===== src/rtl/data_mem_arbiter.sv =====
// Round-robin arbiter sharing the single-ported data memory
// between the CPU data side (port 0) and the screen/DMA engine (port 1).
module data_mem_arbiter #(
  parameter int ADDR_W = 15,
  parameter int DATA_W = 16
) (
  input  logic              clk,
  input  logic              reset,
  input  logic              r0_req,
  input  logic              r0_we,
  input  logic [ADDR_W-1:0] r0_adr,
  input  logic [DATA_W-1:0] r0_wdata,
  output logic              r0_ack,
  output logic [DATA_W-1:0] r0_rdata,
  input  logic              r1_req,
  input  logic              r1_we,
  input  logic [ADDR_W-1:0] r1_adr,
  input  logic [DATA_W-1:0] r1_wdata,
  output logic              r1_ack,
  output logic [DATA_W-1:0] r1_rdata,
  output logic              mem_load,
  output logic [ADDR_W-1:0] mem_adr,
  output logic [DATA_W-1:0] mem_d_in,
  input  logic [DATA_W-1:0] mem_d_out,
  output logic              busy
);

  typedef enum logic {IDLE, SERVE} state_e;

  state_e            state_q, state_d;
  logic              last_q, last_d;
  logic              gnt_q, gnt_d;
  logic              load_q, load_d;
  logic [ADDR_W-1:0] adr_q, adr_d;
  logic [DATA_W-1:0] din_q, din_d;
  logic              ack0_q, ack0_d;
  logic              ack1_q, ack1_d;
  logic [DATA_W-1:0] rd0_q, rd0_d;
  logic [DATA_W-1:0] rd1_q, rd1_d;
  logic              win;

  always_comb begin
    state_d = state_q;
    last_d  = last_q;
    gnt_d   = gnt_q;
    load_d  = 1'b0;
    adr_d   = adr_q;
    din_d   = din_q;
    ack0_d  = 1'b0;
    ack1_d  = 1'b0;
    rd0_d   = rd0_q;
    rd1_d   = rd1_q;
    // on a tie the port that did not win last time goes next
    win = (r0_req & r1_req) ? ~last_q : r1_req;
    unique case (state_q)
      IDLE: begin
        if (r0_req | r1_req) begin
          state_d = SERVE;
          gnt_d   = win;
          last_d  = win;
          load_d  = win ? r1_we : r0_we;
          adr_d   = win ? r1_adr : r0_adr;
          din_d   = win ? r1_wdata : r0_wdata;
        end
      end
      SERVE: begin
        state_d = IDLE;
        if (gnt_q) begin
          ack1_d = 1'b1;
          if (!load_q) rd1_d = mem_d_out;
        end else begin
          ack0_d = 1'b1;
          if (!load_q) rd0_d = mem_d_out;
        end
      end
    endcase
  end

  always_ff @(posedge clk or posedge reset) begin
    if (reset) begin
      state_q <= IDLE;
      last_q  <= 1'b1;
      gnt_q   <= 1'b0;
      load_q  <= 1'b0;
      adr_q   <= '0;
      din_q   <= '0;
      ack0_q  <= 1'b0;
      ack1_q  <= 1'b0;
      rd0_q   <= '0;
      rd1_q   <= '0;
    end else begin
      state_q <= state_d;
      last_q  <= last_d;
      gnt_q   <= gnt_d;
      load_q  <= load_d;
      adr_q   <= adr_d;
      din_q   <= din_d;
      ack0_q  <= ack0_d;
      ack1_q  <= ack1_d;
      rd0_q   <= rd0_d;
      rd1_q   <= rd1_d;
    end
  end

  assign r0_ack   = ack0_q;
  assign r1_ack   = ack1_q;
  assign r0_rdata = rd0_q;
  assign r1_rdata = rd1_q;
  assign mem_load = load_q;
  assign mem_adr  = adr_q;
  assign mem_d_in = din_q;
  assign busy     = (state_q == SERVE);

endmodule

===== config.mk =====
export PLATFORM = sky130hd
export DESIGN_NAME = data_mem_arbiter
export DESIGN_NICKNAME = d
export VERILOG_FILES = /design/src/rtl/data_mem_arbiter.sv
export SDC_FILE = /design/constraint.sdc
export NUM_CORES = 1
export LEC_CHECK = 0
export CORE_MARGIN = 4
export CORE_UTILIZATION = 33
export CTS_CLUSTER_DIAMETER = 50
export DETAILED_ROUTE_END_ITERATION = 10
export PLACE_DENSITY = 0.69
export SKIP_LAST_GASP = 1
export SYNTH_ARGS = -nofsm -noshare
export SYNTH_HDL_FRONTEND = slang
export SYNTH_SLANG_ARGS = --single-unit

===== constraint.sdc =====
create_clock -name clk -period 6.95 [get_ports clk]
set_input_delay 1.39 -clock clk [delete_from_list [all_inputs] [get_ports clk]]
set_output_delay 1.39 -clock clk [all_outputs]
set_load 0.02 [all_outputs]

# Yosys cells after proc, flatten, opt, wreduce, memory -nomap -nowiden
# Cells that the tools add are included.
op_classes:
  n_mux: 12
  n_bitwise: 6
  reduce_logical: 3
op_table:
  columns: ["cell", "n"]
  rows:
  - ["$mux 16", 1]
  - ["$mux 15", 1]
  - ["$mux 1", 9]
  - ["$reduce_and 3->1", 2]
  - ["$not 1->1", 4]
  - ["$pmux 1 s2", 1]
  - ["$reduce_and 2->1", 1]
  - ["$and 1x1->1", 1]
  - ["$or 1x1->1", 1]
word_totals:
  ff_bits: 69
  input_bits: 84
  out_inout_bits: 67
  wordCells: 31

# Longest topological paths before layout
logic_depth:
  depth_word: 5
  ltp_mapped: 5
  mapped_depth_nobuf: 4

# Least setup slack after synthesis
# No wires, ideal clock.
synth_path:
  path_kind: "input port to flip-flop"
  startpoint: "input r1_req"
  endpoint: "register adr_q[0], in the netlist mem_adr[0]"
  setup_ps: 77
  t_arrival_ps: 2128
  required_ps: 6873
  path_slack_ps: 4745
  stages: 5
  path_buffers: 2
  path_cell_list: "a21bo_2 -> buf_2 -> clkbuf_1 -> nand2_1 -> a21oi_1"
synth_via:
  elab_chain_len: 3
  word_cells_on_any_way: 5
  classes_between: "2 x mux; 2 x bitwise; 1 x reduce/logical"
synth_lines:
  columns: ["element", "line", "text"]
  rows:
  - ["start: declaration", "15", "input logic r1_req,"]
  - ["$and 1x1->1", "54", "win = (r0_req & r1_req) ? ~last_q : r1_req;"]
  - ["$mux 1", "54", null]
  - ["$mux 15", "62", "adr_d = win ? r1_adr : r0_adr;"]
  - ["end signal: assignment", "96", "adr_q <= adr_d;"]
  - ["end: declaration", "34", "logic [ADDR_W-1:0] adr_q, adr_d;"]
# Parallel ways exist; a longest one is shown, timed or not.
# A chain may end at the register's enable or synchronous reset.

# Final worst setup path
layout_path:
  startpoint: "input r0_req"
  endpoint: "register din_q[6], in the netlist mem_d_in[6]"
layout_via:
  elab_chain_len: 3
  word_cells_on_any_way: 5
  classes_between: "2 x mux; 2 x bitwise; 1 x reduce/logical"
layout_lines:
  columns: ["element", "line", "text"]
  rows:
  - ["start: declaration", "9", "input logic r0_req,"]
  - ["$and 1x1->1", "54", null]
  - ["$mux 1", "54", null]
  - ["$mux 16", "63", "din_d = win ? r1_wdata : r0_wdata;"]
  - ["end signal: assignment", "97", "din_q <= din_d;"]
  - ["end: declaration", "35", "logic [DATA_W-1:0] din_q, din_d;"]
# Parallel ways exist; a longest one is shown, timed or not.

==> results.txt <==
Largest net degree at the start of global routing = 44
CTS resizes = 0
Worst r2r dst = mem_d_in[6]$_DFFE_PP0P_
Initial antenna violation count = 0
GRT Total Usage = 0.158
HP Class = flop to flop
R2R depth = 5
DRC violations left = 0
Top Ports = 151
Worst Setup EP = mem_d_in[6]$_DFFE_PP0P_
Status = finished clean
Via count = 2438
Max-slew headroom = 0.329
Flop2flop setup slack = 4.91 ns
# rows = 33
Synth warn = 0
Unrepaired setup endpoints after global routing = no
Grt met2 use = 0.268
Placed cell count = 500
Synth unique cells = 19
Minimum clock period = 3.06 ns
Initial Util = 0.342
Reg clk slew, reported paths = 0.07 ns
# setup viols final = 0
Worst VDD drop = 0.000114 V
Yosys top cell by area = dfrtp_1
Crit path arrival time = 3.32 ns
PwrDens = 346 nW/um^2
Routed WL per cell = 15.5 um
Final instance area = 4570 um^2
Post-Syn Area = 2820 um^2
Final Hold Vio Count = 0
Syn Inst Count = 257
First-pass GRT wire length = 12.6 mm
Register area = 1730 um^2
Layout Skew = 0.00696 ns
Lkg Pwr = 1.90 nW
Die area = 10100 um^2
Crit end category = flop
Drt total wl = 8.01 mm
Setup ws final = 3.89 ns
Total gr overflow = 0
Non-filler cells, final = 516
CTS tree = done
Port Buffers = 150
Number of synthesized flops with an enable pin = 0
Multi-input logic area = 1010 um^2
Area after DPL = 4400 um^2
Root Driver = clkbuf_8
Setup repair bufs after CTS = 0
H-tree depth = 3
GRT met1 Usage = 0.192
Fin Setup TNS = 0 ns
Overall power = 1.58 mW
1st-pass router iterations = 4
Top cells by count, synth = 68 x dfrtp_1, 64 x a21oi_1, 34 x nand2_1, 32 x mux2_2, 32 x nor2_1
Critical path startpoint category = input pin
Most numerous cell in the Yosys netlist = dfrtp_1
Most Used Layer, Global Route = met2
Max Transition Viols Final = 0
F_max = 327 MHz
Deepest clock path buffer count = 2
Worst slew pin tran = 1.01 ns
Dominant synthesized flop cell = dfrtp_1
Layout cells sized above 1 = 0.144
Maxcap violations = 0
Filler Cell Count = 765
Fin crit share = 0.441
Worst-Skew Late Latency = 0.32 ns
Seq/Total Area, Yosys = 0.613
Crit path launch = r0_req
Die Y = 100 um
WS Path Type = input pin to flop
Core box area = 8260 um^2
Number of global-route vias before repair = 2607
HPWL after DPL = 5.93 mm
Required time of the critical path = 7.20 ns
Area Overhead vs Synth = 62.0%
Final GP Congestion = 0.765
Synthesized Nets = 341
Synth area leaders = dfrtp_1 60%, mux2_2 13%, a21oi_1 11%, nand2_1 4.5%, nor2_1 4.3%
Via density = 4.72
Met3 GRT Util = 0.0473
Yosys reg bits = 69
Final Core Density = 0.553
Hold Slack = 0.507 ns
Hold path startpoint = r0_rdata[3]$_DFFE_PP0P_
Critical-path maximum fanout = 34
Pre-CTS WS = 3.52 ns
Die Wd = 100 um
Nets@finish = 490
Syn avg cell area = 11.0 um^2
Ant diodes = 0
DRT iter0 DRCs = 60
Antenna Nets Post-Route = 0
Synth async-reset ratio = 1.00
Reg2Reg Launch Point = busy$_DFF_PP0_
Area share of the largest cell type after synthesis = 0.603
CTS hold repair buffers = 0
Num Clock Sinks = 69
CTS buffer count = 9
-- how the worst min path moves through the flow --
stage	end	slack, ns	cells past startpoint
3_5_place_dp	r1_rdata[11]$_DFFE_PP0P_	0.49	1
5_1_grt	r1_rdata[11]$_DFFE_PP0P_	0.53	1
3_3_place_gp	r1_rdata[7]$_DFFE_PP0P_	0.49	1
6_report	r0_rdata[3]$_DFFE_PP0P_	0.51	1
4_1_cts	r1_rdata[3]$_DFFE_PP0P_	0.51	1
2_1_floorplan	last_q$_DFFE_PP1P_	0.51	2
-- power breakdown --
group	switching (mW)	leakage, nW	internal [mW]	total [mW]
Clock	0.149	0.0860	0.129	0.278
Combinational	0.332	1.02	0.362	0.694
Sequential	0.0728	0.796	0.535	0.608
Total	0.554	1.90	1.03	1.58
-- worst max-delay path: stages --
cell and delay, ns:
clkdlybuf4s50_1 0.55, o21bai_2 0.07, buf_4 0.24, inv_1 0.77, nor2_1 0.10, a21oi_1 0.16
-- state kept, by name (all words and copies together), names as in the netlist --
signal,flops
mem_d_in,16
r0_rdata,16
r1_rdata,16
mem_adr,15
busy,1
gnt_q,1
last_q,1
mem_load,1
r0_ack,1
r1_ack,1
-- routing by layer --
metal  up-vias  share of wire
li1       1167              -
met1      1161           0.41
met2       102           0.49
met3         8          0.086
met4         0          0.011
met5         -              0
-- logic make-up (layout without fill, tap and decap cells) --
family                 after synthesis  after routing  share of synthesized area
multiplexers                        32             32                      0.128
AND/OR/NAND/NOR                     69             69                      0.100
flip-flops                          69             69                      0.613
AO/OA/AOI/OAI                       69             69                      0.128
buffers and inverters               18            172                     0.0315
-- cells in the final DEF, fill, tap and decap left out, types with 2 or more instances in the layout --
cell and instances:
buf_4 3, a21oi_1 64, clkbuf_8 9, inv_2 2, mux2_2 32, clkinv_2 3
clkdlybuf4s50_1 150, nand2_1 34, nor2_1 32, dfrtp_1 68, clkinv_4 2
-- final cells by class --
class                           instances  area share
Inverter                                3     0.00246
Clock inverter                          6     0.00876
Tap cell                              105      0.0288
Multi-Input combinational cell        170       0.220
Timing Repair Buffer                  153       0.334
Sequential cell                        69       0.378
Clock buffer                           10      0.0279
Note: power is estimated with default switching activity, not from simulation.
